<file path="config.mk">
export PLATFORM = sky130hd
export DESIGN_NAME = weight_load_ctrl
export DESIGN_NICKNAME = d
export VERILOG_FILES = /design/src/rtl/weight_load_ctrl.sv
export SDC_FILE = /design/constraint.sdc
export NUM_CORES = 1
export LEC_CHECK = 0
export ABC_AREA = 0
export CORE_MARGIN = 3
export CORE_UTILIZATION = 35
export CTS_CLUSTER_DIAMETER = 200
export CTS_CLUSTER_SIZE = 40
export DETAILED_ROUTE_END_ITERATION = 10
export MAX_ROUTING_LAYER = met4
export RECOVER_POWER = 25
export SYNTH_ARGS = -nofsm -noshare
export SYNTH_HDL_FRONTEND = slang
export SYNTH_SLANG_ARGS = --single-unit
</file>
<file path="constraint.sdc">
create_clock -name clk -period 2.6 [get_ports clk]
set_input_delay 0.26 -clock clk [delete_from_list [all_inputs] [get_ports clk]]
set_output_delay 0.26 -clock clk [all_outputs]
set_load 0.005 [all_outputs]
</file>
<file path="src/rtl/weight_load_ctrl.sv">
// weight_load_ctrl: sequences one layer's weights and biases from a word
// stream onto the shared layer configuration bus.
module weight_load_ctrl #(
  parameter int dataWidth = 32,
  parameter int CNT_W     = 16
) (
  input  logic                 clk,
  input  logic                 rst,
  input  logic                 start,
  input  logic [31:0]          layer_num,
  input  logic [CNT_W-1:0]     neuron_count,
  input  logic [CNT_W-1:0]     weight_count,
  input  logic                 abort,
  input  logic [dataWidth-1:0] in_data,
  input  logic                 in_valid,
  output logic                 in_ready,
  output logic [31:0]          config_layer_num,
  output logic [31:0]          config_neuron_num,
  output logic [dataWidth-1:0] weightValue,
  output logic                 weightValid,
  output logic [dataWidth-1:0] biasValue,
  output logic                 biasValid,
  output logic                 busy,
  output logic                 done,
  output logic                 start_err
);

  typedef enum logic [1:0] {
    IDLE,
    WEIGHT,
    BIAS
  } state_t;

  state_t               state_q, state_d;
  logic [31:0]          layer_q, layer_d;
  logic [CNT_W-1:0]     ncount_q, ncount_d;
  logic [CNT_W-1:0]     wcount_q, wcount_d;
  logic [CNT_W-1:0]     ncnt_q, ncnt_d;
  logic [CNT_W-1:0]     wcnt_q, wcnt_d;
  logic [CNT_W-1:0]     nsel_q, nsel_d;
  logic [dataWidth-1:0] wval_q, wval_d;
  logic [dataWidth-1:0] bval_q, bval_d;
  logic                 wvld_q, wvld_d;
  logic                 bvld_q, bvld_d;
  logic                 busy_q, busy_d;
  logic                 done_q, done_d;
  logic                 serr_q, serr_d;
  logic                 xfer;
  logic [CNT_W-1:0]     wlast;
  logic [CNT_W-1:0]     nlast;

  assign in_ready = (state_q == WEIGHT || state_q == BIAS) & ~abort;
  assign xfer     = in_valid & in_ready;
  assign wlast    = wcount_q - CNT_W'(1);
  assign nlast    = ncount_q - CNT_W'(1);

  // Next-state, counter and bus-register logic.
  always_comb begin
    state_d  = state_q;
    layer_d  = layer_q;
    ncount_d = ncount_q;
    wcount_d = wcount_q;
    ncnt_d   = ncnt_q;
    wcnt_d   = wcnt_q;
    nsel_d   = nsel_q;
    wval_d   = wval_q;
    bval_d   = bval_q;
    wvld_d   = 1'b0;
    bvld_d   = 1'b0;
    done_d   = 1'b0;
    serr_d   = 1'b0;
    unique case (state_q)
      IDLE: begin
        if (start) begin
          layer_d  = layer_num;
          ncount_d = neuron_count;
          wcount_d = weight_count;
          ncnt_d   = '0;
          wcnt_d   = '0;
          if (neuron_count == '0) begin
            done_d = 1'b1;
          end else if (weight_count == '0) begin
            state_d = BIAS;
          end else begin
            state_d = WEIGHT;
          end
        end
      end
      WEIGHT: begin
        serr_d = start;
        if (abort) begin
          state_d = IDLE;
          ncnt_d  = '0;
          wcnt_d  = '0;
        end else if (xfer) begin
          wval_d = in_data;
          wvld_d = 1'b1;
          nsel_d = ncnt_q;
          if (wcnt_q == wlast) begin
            state_d = BIAS;
            wcnt_d  = '0;
          end else begin
            wcnt_d = wcnt_q + CNT_W'(1);
          end
        end
      end
      BIAS: begin
        serr_d = start;
        if (abort) begin
          state_d = IDLE;
          ncnt_d  = '0;
          wcnt_d  = '0;
        end else if (xfer) begin
          bval_d = in_data;
          bvld_d = 1'b1;
          nsel_d = ncnt_q;
          if (ncnt_q == nlast) begin
            state_d = IDLE;
            done_d  = 1'b1;
            ncnt_d  = '0;
          end else begin
            ncnt_d  = ncnt_q + CNT_W'(1);
            state_d = (wcount_q == '0) ? BIAS : WEIGHT;
          end
        end
      end
      default: state_d = IDLE;
    endcase
    busy_d = (state_d != IDLE);
  end

  // State and output registers with synchronous reset.
  always_ff @(posedge clk) begin
    if (rst) begin
      state_q  <= IDLE;
      layer_q  <= '0;
      ncount_q <= '0;
      wcount_q <= '0;
      ncnt_q   <= '0;
      wcnt_q   <= '0;
      nsel_q   <= '0;
      wval_q   <= '0;
      bval_q   <= '0;
      wvld_q   <= 1'b0;
      bvld_q   <= 1'b0;
      busy_q   <= 1'b0;
      done_q   <= 1'b0;
      serr_q   <= 1'b0;
    end else begin
      state_q  <= state_d;
      layer_q  <= layer_d;
      ncount_q <= ncount_d;
      wcount_q <= wcount_d;
      ncnt_q   <= ncnt_d;
      wcnt_q   <= wcnt_d;
      nsel_q   <= nsel_d;
      wval_q   <= wval_d;
      bval_q   <= bval_d;
      wvld_q   <= wvld_d;
      bvld_q   <= bvld_d;
      busy_q   <= busy_d;
      done_q   <= done_d;
      serr_q   <= serr_d;
    end
  end

  assign config_layer_num  = layer_q;
  assign config_neuron_num = 32'(nsel_q);
  assign weightValue       = wval_q;
  assign weightValid       = wvld_q;
  assign biasValue         = bval_q;
  assign biasValid         = bvld_q;
  assign busy              = busy_q;
  assign done              = done_q;
  assign start_err         = serr_q;

endmodule

</file>
==> results, run 1 <==
- The average wire per standard cell is around 16 um.
- Counting both buffers and inverters, the worst setup path holds a total of 3.
- The die covers 25,400 sq um.
- The average instance in the mapped netlist occupies around 7.9 sq um.
- The effective utilization at floorplan is 0.359.
- The HPWL after detailed placement is 17.9 mm.
- The final reports fail on capacitance limit, slew limit.
- The detailed-routed wire length on met3 is 2.20 mm.
- Summed over all layers, the routed wires come to 25.0 mm.
- The signal arrival time at the worst endpoint is roughly 2.8 ns.
- The critical path goes through buf_4, nor4_4, buf_4, nand2_1, nor4_1, o221ai_2, nor4_4, or3b_4, buf_12, a21oi_1.
- The wire length of the first global-routing pass is 39.5 mm.
- The setup TNS is 0 ns.
- The count of flip-flops with a built-in enable after synthesis is 0.
- The worst setup path is of the reg2reg kind.
- The later pin in the worst-skew pair is clocked with a latency of 0.43 ns.
- The fraction of power spent switching nets is 0.279.
- Entering global routing, the biggest net connects 75 pins.
- In the routed layout, each cell is associated on average with a via count of 4.80.
- The portion of total power attributed to sequential cells is 0.458.
- Headroom to the max-slew limit came out at -0.0391.
- The CTS clock-pin slew for the worst setup and hold paths is 0.08 ns.
- The detailed-routing wirelength on met1 is 11.3 mm.
- Once layout is complete, the utilization of the core stands at 0.506.
- After global routing the overflow that remains totals 0.
- The first detailed-routing pass took 4 iterations.
- The final route contains about 7.6k vias.
- In this run the remaining antenna-violating nets after routing total 0.
- Max-cap violations in this run came to 1.
- STA classifies the critical path startpoint as a flip-flop.
- The share of total power dissipated in combinational logic is 0.140.
- Of all nets on the critical path, the largest fanout is 16.
- The highest clock frequency the design can meet is around 400 MHz.
- The required time of the critical path is 2.88 ns.
- The tree is rooted in a clkbuf_16.
- The total count of hold-check failures in the final report was 0.
- The clock period minus worst slack is roughly 2.5 ns.
- In this design, the stage delay of the slowest critical-path cell is 0.42 ns.
- The synthesized netlist occupies a cell area of just over 8000 sq um.
- The clock passes through at most 2 buffers.
- The number of antenna violations at the first check in global routing is 1.
- The height of the die is roughly 160 um.
- For this run, asynchronously set or reset flops after synthesis account for 0.
- After detailed routing, the number of remaining DRC violations is 0.
- The tightest min-delay check is of the in2reg type.
- The routed length on met2 is 11.3 mm.
- In this run, synthesis produced a sequential element count of about 180.
- The worst-margin pin slew is 1.56 ns.
- Counting the fill cells in the layout gives 2,251.
- For this design, the CTS-stage hold fixing added 0 buffers.
- The peak supply drop is 0.415 mV.
- The number of global-route vias before repair is 7,397.
- The total global routing track utilization is 0.195.
- The total clock buffers created by CTS is 17.
- The flow ran to the end, but the final reports show violations.
- Counting every sink on the clock net gives ~180.
- The worst clock skew is 0.0149 ns.
- The number of cells produced by synthesis is 1,044.
- The number of H-tree levels is 4.
- The number of standard-cell rows in the floorplan is 55.
- The most used flip-flop cell after synthesis is dfxtp_1.
- In this run the static leakage power is between 0.004 and 0.005 uW.
- The total power density per cell area is roughly 550 nW/um^2.
- The clock tree from TritonCTS is built.
- The final-stage net count is ~1.4k.
- The die is ~160 um wide.
- The number of top-level design ports is roughly 240.
- The number of warnings issued by yosys is 0.
- Cell internal power was estimated by the tool at 4620 uW.
- The first-iteration detailed-routing DRC count is 392.
- In this run the power spent charging and discharging nets is about 1800 uW.
- Setup violations remaining at the end of the flow were counted as 0.
- The growth of design area from synthesis to finish is 40.8%.
- Yosys mapped the design onto 62 distinct sky130hd cell types.
- The max-slew violation count is 75.
- The library cell used most frequently in the layout, excluding fill and tap cells, is nand2_1.
- The top cell family by delay on the critical path is simple AND/OR/NAND/NOR gates.
- The category of the worst setup path capture point is a flip-flop.
- The share of the Yosys chip area taken by registers is 0.445.
- The highest metal layer carrying signal wires in the routed design is met4.
- The ratio of final minimum period to clock period is 0.965.
- In the layout the commonest cells are nand2_1, clkdlybuf4s50_1, dfxtp_1.
- At the end of routability-driven placement, the weighted congestion stood at between 0.8 and 0.9.
- The ratio of cells with drive above 1 in the final layout is 0.0938.
- The share of total power dissipated in the clock network is 0.402.
- The standard cell core area is 22,900 sq um.
- The largest individual stage delay along the critical path comes from the cell nor4_1.
- In this run the tool buffered the top-level ports with 218 buffer cells.
[cell usage after synthesis, types with 12 or more instances]
master | count | share of area
xnor2_1 | 35 | 0.037
nand2_1 | 310 | 0.14
a21oi_1 | 160 | 0.097
buf_4 | 17 | 0.015
dfxtp_1 | 183 | 0.44
a211oi_1 | 18 | 0.016
xor2_1 | 29 | 0.031
nor3_1 | 12 | 0.0073
inv_1 | 16 | 0.0073
clkbuf_1 | 59 | 0.027
nand3_1 | 21 | 0.013
nor4_1 | 16 | 0.012
nor2_1 | 35 | 0.016
[repair_timing]
action / 4_1_cts / 5_1_grt
endpoints found under the hold margin: 0 / 0
endpoints found under the setup margin: 31 / 36
resized for setup: 2 / 15
setup buffers: 0 / 3
pin swaps: 0 / 6
[cells by family (layout without fill, tap and decap cells)]
group | count (synthesis) | after routing | share of synthesized area
buffers and inverters | 98 | 318 | 0.0556
XOR/XNOR | 64 | 64 | 0.0681
flip-flops | 183 | 183 | 0.445
other | 1 | 17 | 0.000455
adder cells (fa/ha/maj) | 9 | 9 | 0.0137
multiplexers | 9 | 9 | 0.0118
AO/OA/AOI/OAI | 226 | 226 | 0.161
AND/OR/NAND/NOR | 454 | 454 | 0.245
[power groups by stage]
stage	Sequential, uW	Clock [uW]	Combinational, uW
2_1_floorplan	3000	0	464
3_3_place_gp	3000	0	876
3_5_place_dp	3000	0	877
4_1_cts	2940	2660	887
5_1_grt	2950	2750	986
6_report	2940	2570	898
[cell type report]
cell class	count	area, sq um	share of cell area
Inverter	16	60.1	0.00518
Clock buffer	17	425	0.0367
Sequential cell	183	3670	0.316
Clock inverter	15	156	0.0135
Timing Repair Buffer	270	2650	0.228
Tap cell	313	392	0.0338
Antenna cell	1	2.50	0.000216
Multi-Input combinational cell	778	4250	0.367
[per-stage QoR]
step / std cells / total power [uW] / hold WS (ns) / instance area, sq um / setup WS, ns
floorplan: 1059 / 3460 / 0.381 / 8290 / 0.0291
CTS: 1589 / 6480 / 0.322 / 11500 / 0.0438
global placement: 1557 / 3880 / 0.440 / 10900 / 0.0238
finish: 1593 / 6410 / 0.322 / 11600 / 0.0915
detailed placement: 1557 / 3880 / 0.445 / 10900 / -0.0851
global route: 1593 / 6680 / 0.339 / 11600 / -0.0544
[worst paths after layout]
kind                    start                    to  slack (ns)  cells after the start
setup / recovery  wcount_q[7]             wcnt_q[1]        0.09                     10
setup reg to reg  wcount_q[7]             wcnt_q[1]        0.09                     10
hold reg to reg     nsel_q[5]             nsel_q[5]        0.45                      2
hold / removal            rst  config_layer_num[28]        0.32                      2
[state kept, by name, indices dropped and copies added, names as in the netlist]
signal,flops
weightValue,32
config_layer_num,32
state_q,2
wcount_q,16
ncnt_q,16
biasValue,32
busy,1
ncount_q,16
wcnt_q,16
done,1
weightValid,1
nsel_q,16
biasValid,1
start_err,1
[per-layer routing]
metal,GRT usage,up-vias
met5,-,-
met4,0.0418,0
met3,0.0809,15
met2,0.298,203
met1,0.243,3497
li1,-,3930
Power figures use the tool's default switching activity.
==> inputs of run 2 (changes only) <==
Settings changed: CORE_UTILIZATION 35 to 41, PLACE_DENSITY set to 0.73.
==> results, run 2 (same netlist as run 1, synthesis figures left out) <==
- The first-iteration detailed-routing DRC count is 480.
- The total area of multi-input combinational cells is 4240 sq um.
- From left edge to right edge, the die measures approximately 150 um.
- For the worst flop-to-flop path, the logic depth is 9.
- The top cell family by delay on the critical path is simple AND/OR/NAND/NOR gates.
- In the finished design, the share of the clock period the worst path needs comes to 0.947.
- After detailed routing, the average wire length per cell comes to 15.8 um.
- The count of input and output buffers is 218.
- The die covers 21,800 sq um.
- The critical path starts at wcount_q[2].
- The number of antenna violations at the first check in global routing is 2.
- In this run the critical register-to-register path is launched from wcount_q[2].
- In this run the core area contains 51 standard-cell rows.
- The number of buffers and inverters on the critical path is 2.
- In this run the remaining antenna-violating nets after routing total 0.
- The via count normalized by instance count is 5.08.
- The worst setup path is launched from a flip-flop.
- The cell depth of the worst setup path is 9.
- The growth of design area from synthesis to finish is 39.1%.
- The type of the most critical hold path is in2reg.
- The worst setup path is of the reg2reg kind.
- The run finished with clean final reports.
- The first global-routing pass estimated between 30 and 40 mm of wire.
- The max-slew violation count is 0.
- The initial utilization of the core area, before any placement, comes to 0.420.
- The number of top-level design ports is between 200 and 250.
- The peak supply drop is 0.631 mV.
- The required time of the critical path is 2.96 ns.
- The total power density per cell area is between 500 and 600 nW/um^2.
- The clock latency on the worst-skew pair is 0.44 ns.
- The final-layout worst hold slack is 0.224 ns.
- The routed design has 24.3 mm of wire.
- The detailed placement HPWL is 17.5 mm.
- Setup repair after global routing could not meet its margin everywhere.
- Counting I/O delays and the setup requirement, the final critical path takes 2.46 ns.
- The total count of hold-check failures in the final report is 0.
- Leaving out fill and tap cells, the most frequent cell in the layout is nand2_1.
- The static leakage is 0.00429 uW.
- The total global routing track utilization is 0.226.
- Setup violations remaining at the end of the flow were counted as 0.
- The sink count of the clock tree is between 150 and 200.
- The ratio of cells with drive above 1 in the final layout is 0.0850.
- The total overflow left after global routing is 0.
- The maximum fanout count along the critical path is 16.
- TritonCTS built the clock tree.
- The termination of the worst setup path is wcnt_q[4].
- The clock passes through at most 2 buffers.
- At the end of routability-driven placement, the weighted congestion stood at 0.939.
- Buffers inserted to repair hold after CTS numbered 0.
- The destination of the worst register-to-register timing path is wcnt_q[4].
- The signal arrival time at the worst endpoint is between 2 and 3 ns.
- The category of the worst setup path capture point is a flip-flop.
- Entering global routing, the biggest net connects between 90 and 100 pins.
- The peak per-stage delay on the critical path is 0.39 ns.
- The cell with the largest stage delay on the worst path is or3b_4.
- The detailed-router iteration count before antenna repair is 5.
- Measured against its own limit, the worst slew margin works out to 0.289.
- The filler cells instantiated in the layout total 1,741.
- For this run, the post-layout net count is 1,367.
- Clock-pin slew was measured on the worst setup and hold paths at 0.07 ns.
- Clock skew on the completed layout was measured at 0.0151 ns.
- From bottom edge to top edge, the die measures around 150 um.
- Across all layers, the routed design uses 7,803 vias.
- Overall power consumption after layout is estimated at 6380 uW.
- The region available for standard cell placement spans between 15,000 and 20,000 sq um.
- The total clock buffers created by CTS is 17.
- The DRC violations left is 0.
- The worst-margin pin slew is 1.07 ns.
- The top cell types in the final layout, fill and taps aside, are nand2_1, dfxtp_1, a21oi_1.
- For this run, the top clock speed supported by timing is 406 MHz.
- The minimum setup slack among reg-to-reg paths is around 0.14 ns.
- The number of global-route vias before repair is between 7k and 8k.
- Max-cap violations in this run came to 0.
- In the final layout, flip-flops and latches occupy around 3700 sq um.
- The clock tree synthesis step divided the H-tree into 4 levels.
- The master cell of the clock root buffer is clkbuf_16.
- Traced cell by cell, the critical path runs through nor4_4, buf_4, nand3_1, mux2_2, a21oi_1, nor4_4, or3b_4, buf_12, a21oi_1.
-- run 2: worst register-to-register path, delay by kind of cell, from the launching register on --
kind	cells	cell delay [ns]
AO/OA/AOI/OAI	2	0.42
buffers and inverters	2	0.40
flip-flops	1	0.37
multiplexers	1	0.28
AND/OR/NAND/NOR	4	0.93
-- run 2: power breakdown --
| part | switching, uW | leakage, uW | internal, uW |
|---|---|---|---|
| Clock | 1280 | 0.000278 | 1290 |
| Sequential | 73.1 | 0.00149 | 2870 |
| Combinational | 429 | 0.00252 | 437 |
-- run 2: cell type report --
class                           instances  area share
Antenna cell                            2    0.000437
Clock buffer                           17      0.0371
Clock inverter                         15      0.0139
Inverter                               16     0.00524
Multi-Input combinational cell        778       0.370
Sequential cell                       183       0.320
Tap cell                              265      0.0289
Timing Repair Buffer                  261       0.225
-- run 2: worst min path at each step --
stage | start | endpoint | slack, ns | cells after the start
2_1_floorplan | start | start_err | 0.38 | 2
3_3_place_gp | config_layer_num[11] | config_layer_num[11] | 0.44 | 2
3_5_place_dp | config_layer_num[11] | config_layer_num[11] | 0.45 | 2
4_1_cts | rst | start_err | 0.21 | 2
5_1_grt | rst | ncount_q[15] | 0.23 | 2
6_report | rst | start_err | 0.22 | 2
-- run 2: repair_timing --
item	CTS	global route
pin swaps	0	2
endpoints found under the setup margin	34	35
setup buffers	0	1
gates resized for setup	3	9
-- run 2: layer usage --
| metal | vias to the layer above | GRT usage | wire length [um] |
|---|---|---|---|
| met5 | - | - | 0 |
| met4 | 0 | 0.0573 | 240 |
| li1 | 3914 | - | - |
| met2 | 256 | 0.368 | 11700 |
| met3 | 19 | 0.0812 | 2220 |
| met1 | 3614 | 0.267 | 10100 |
-- run 2: metrics by stage --
step,cell area [sq um],worst slack (ns),TNS (ns),cells,util
2_1_floorplan,8290,0.0291,0,1059,-
3_3_place_gp,10800,0.0695,0,1502,0.552
3_5_place_dp,10800,-0.0259,-0.205,1502,0.552
4_1_cts,11400,0.0326,0,1534,0.583
5_1_grt,11500,-0.0156,-0.0223,1537,0.585
6_report,11500,0.139,0,1537,0.585
==> inputs of run 3 (changes only) <==
Settings changed: CORE_MARGIN 3 to 4, CORE_UTILIZATION 41 to 26, PLACE_DENSITY 0.73 to unset, SKIP_CTS_REPAIR_TIMING set to 1.
==> results, run 3 (same netlist as run 1, synthesis figures left out) <==
- In the final timing run, aggregate negative setup slack is 0 ns.
- The root buffer cell chosen for the clock tree is clkbuf_16.
- The worst setup path is launched from a flip-flop.
- The number of placed instances, taps included, is roughly 1.6k.
- The clock latency on the worst-skew pair is between 0.4 and 0.5 ns.
- The effective utilization at floorplan is 0.266.
- The total routed wirelength is approximately 26 mm.
- Setup violations remaining at the end of the flow were counted as 0.
- TritonCTS built the clock tree.
- The number of nets still failing antenna checks after routing is 0.
- The worst path meets setup with about 0.11 ns of slack.
- The via count normalized by instance count is between 4 and 5.
- The depth of the worst register-to-register path is 8.
- The weighted congestion reported at the end of routability-driven placement is 0.870.
- The number of global-route vias before repair is 7,725.
- The static leakage is 0.00435 uW.
- Across all hold checks on the routed design, the worst slack comes to 0.278 ns.
- The minimum setup slack among reg-to-reg paths is 0.11 ns.
- In this run the worst hold path is classified as in2reg.
- The worst hold path cell count is 2.
- The floorplan step set the die width to 186 um.
- The DRC violations left is 0.
- Power spread over the standard cell area amounts to 568 nW/um^2.
- The startpoint identified for the worst register-to-register timing path is wcount_q[7].
- Across the run, the number of max-cap violations was 0.
- In the finished design, the share of the clock period the worst path needs comes to 0.959.
- The floorplan die area is 34,600 sq um.
- The total global routing track utilization is 0.153.
- The final-stage net count is 1,370.
- The clock period minus worst slack is 2.49 ns.
- The number of standard-cell rows in the floorplan is 64.
- Once layout is complete, the utilization of the core stands at 0.379.
- The standard cell core area is 30,900 sq um.
- The maximum buffer depth of the clock tree is 2.
- The signal arrival time at the worst endpoint is roughly 2.8 ns.
- The end of the worst hold path is config_layer_num[31].
- The run finished with clean final reports.
- The global-route congestion overflow total is 0.
- Buffers inserted during clock tree synthesis total 17.
- The height of the die is between 150 and 200 um.
- For this block, the via count after detailed routing is 7,782.
- Leaving out fill and tap cells, the most frequent cells in the layout are nand2_1, dfxtp_1, a21oi_1.
- The max-slew violation count was 0.
- The commonest non-fill, non-tap cell in the layout is nand2_1.
- The first-iteration detailed-routing DRC count is 390.
- The worst clock skew is approximately 0.014 ns.
- In this run the critical register-to-register path is captured at wcnt_q[5].
- The hold path startpoint is rst.
- After legalization and detailed placement, the total HPWL measured 18.9 mm.
- Buffers placed on the I/O ports in this run total 218.
- Before antenna repair, the detailed router went through 5 iterations.
- The highest clock frequency the design can meet is 401 MHz.
- The maximum fanout count along the critical path is 16.
- From synthesis to final layout, the design area changed by 42.3%.
- The wire length of the first global-routing pass is 40.9 mm.
- The number of standard cells in the layout, taps in and fillers out is 1,670.
- The tightest slew margin relative to the limit is 0.0233.
- For this design the top-level I/O count stands at 235.
- At the placement stage, the worst setup path has a slack of -0.0627 ns.
- Entering global routing, the biggest net connects 69 pins.
- The ratio of cells with drive above 1 in the final layout is 0.0935.
- At the pin with the least slew margin, the transition time is 1.47 ns.
- The number of antenna violations at the first check in global routing came to 1.
- The category of the worst setup path capture point is a flip-flop.
- The total count of hold-check failures in the final report is 0.
- In the final routed layout, each cell accounts on average for 15.7 um.
- At the worst endpoint, the required time is 2.90 ns.
- The category of the most critical setup path is reg2reg.
- The sink count of the clock tree is 183.
- The CTS clock-pin slew for the worst setup and hold paths is approximately 0.080 ns.
- The number of H-tree levels is 4.
- IR analysis of the VDD net gives a maximum drop of 0.386 mV.
run 3: worst max-delay path: stages (launching register included):
cell and delay [ns]:
dfxtp_1 0.38, or4_1 0.53, or3_1 0.35, a21oi_1 0.18, o221ai_2 0.17, nor4_4 0.31
or3b_4 0.20, buf_12 0.16, a21oi_1 0.07
run 3: per-stage QoR:
stage          area (sq um)  power, uW
2_1_floorplan          8290       3460
3_3_place_gp          11000       3860
3_5_place_dp          11000       3870
4_1_cts               11600       6710
5_1_grt               11700       6950
6_report              11700       6650
run 3: layout make-up:
| type | instances | area (sq um) |
|---|---|---|
| antenna | 1 | 2.50 |
| clock buffer | 18 | 439 |
| clock inverter | 14 | 204 |
| fill | 3165 | 19200 |
| inverter | 16 | 60.1 |
| multi-input combinational | 778 | 4280 |
| sequential | 183 | 3670 |
| tap | 396 | 495 |
| timing repair buffer | 264 | 2570 |
run 3: report_power, final:
part | internal, uW | switching (uW) | leakage (uW)
clock | 1510 | 1310 | 0.000310
sequential | 2870 | 74.0 | 0.00149
combinational | 437 | 441 | 0.00255
run 3: metal layers:
metal / GRT usage / part of all wire / wire length [um]
met4: 0.0393 / 0.019 / 504
met2: 0.243 / 0.46 / 12100
met1: 0.180 / 0.43 / 11300
met5: - / 0 / 0
met3: 0.0643 / 0.088 / 2310
run 3: worst max path at each step:
stage | startpoint | end | slack (ns) | cells after the start
6_report | wcount_q[7] | wcnt_q[5] | 0.11 | 8
2_1_floorplan | wcount_q[0] | wcnt_q[10] | 0.03 | 12
3_3_place_gp | abort | wcnt_q[3] | -0.004 | 9
4_1_cts | wcount_q[3] | wcnt_q[2] | -0.06 | 8
5_1_grt | wcount_q[7] | wcnt_q[2] | -0.02 | 8
3_5_place_dp | abort | wcnt_q[3] | -0.06 | 9
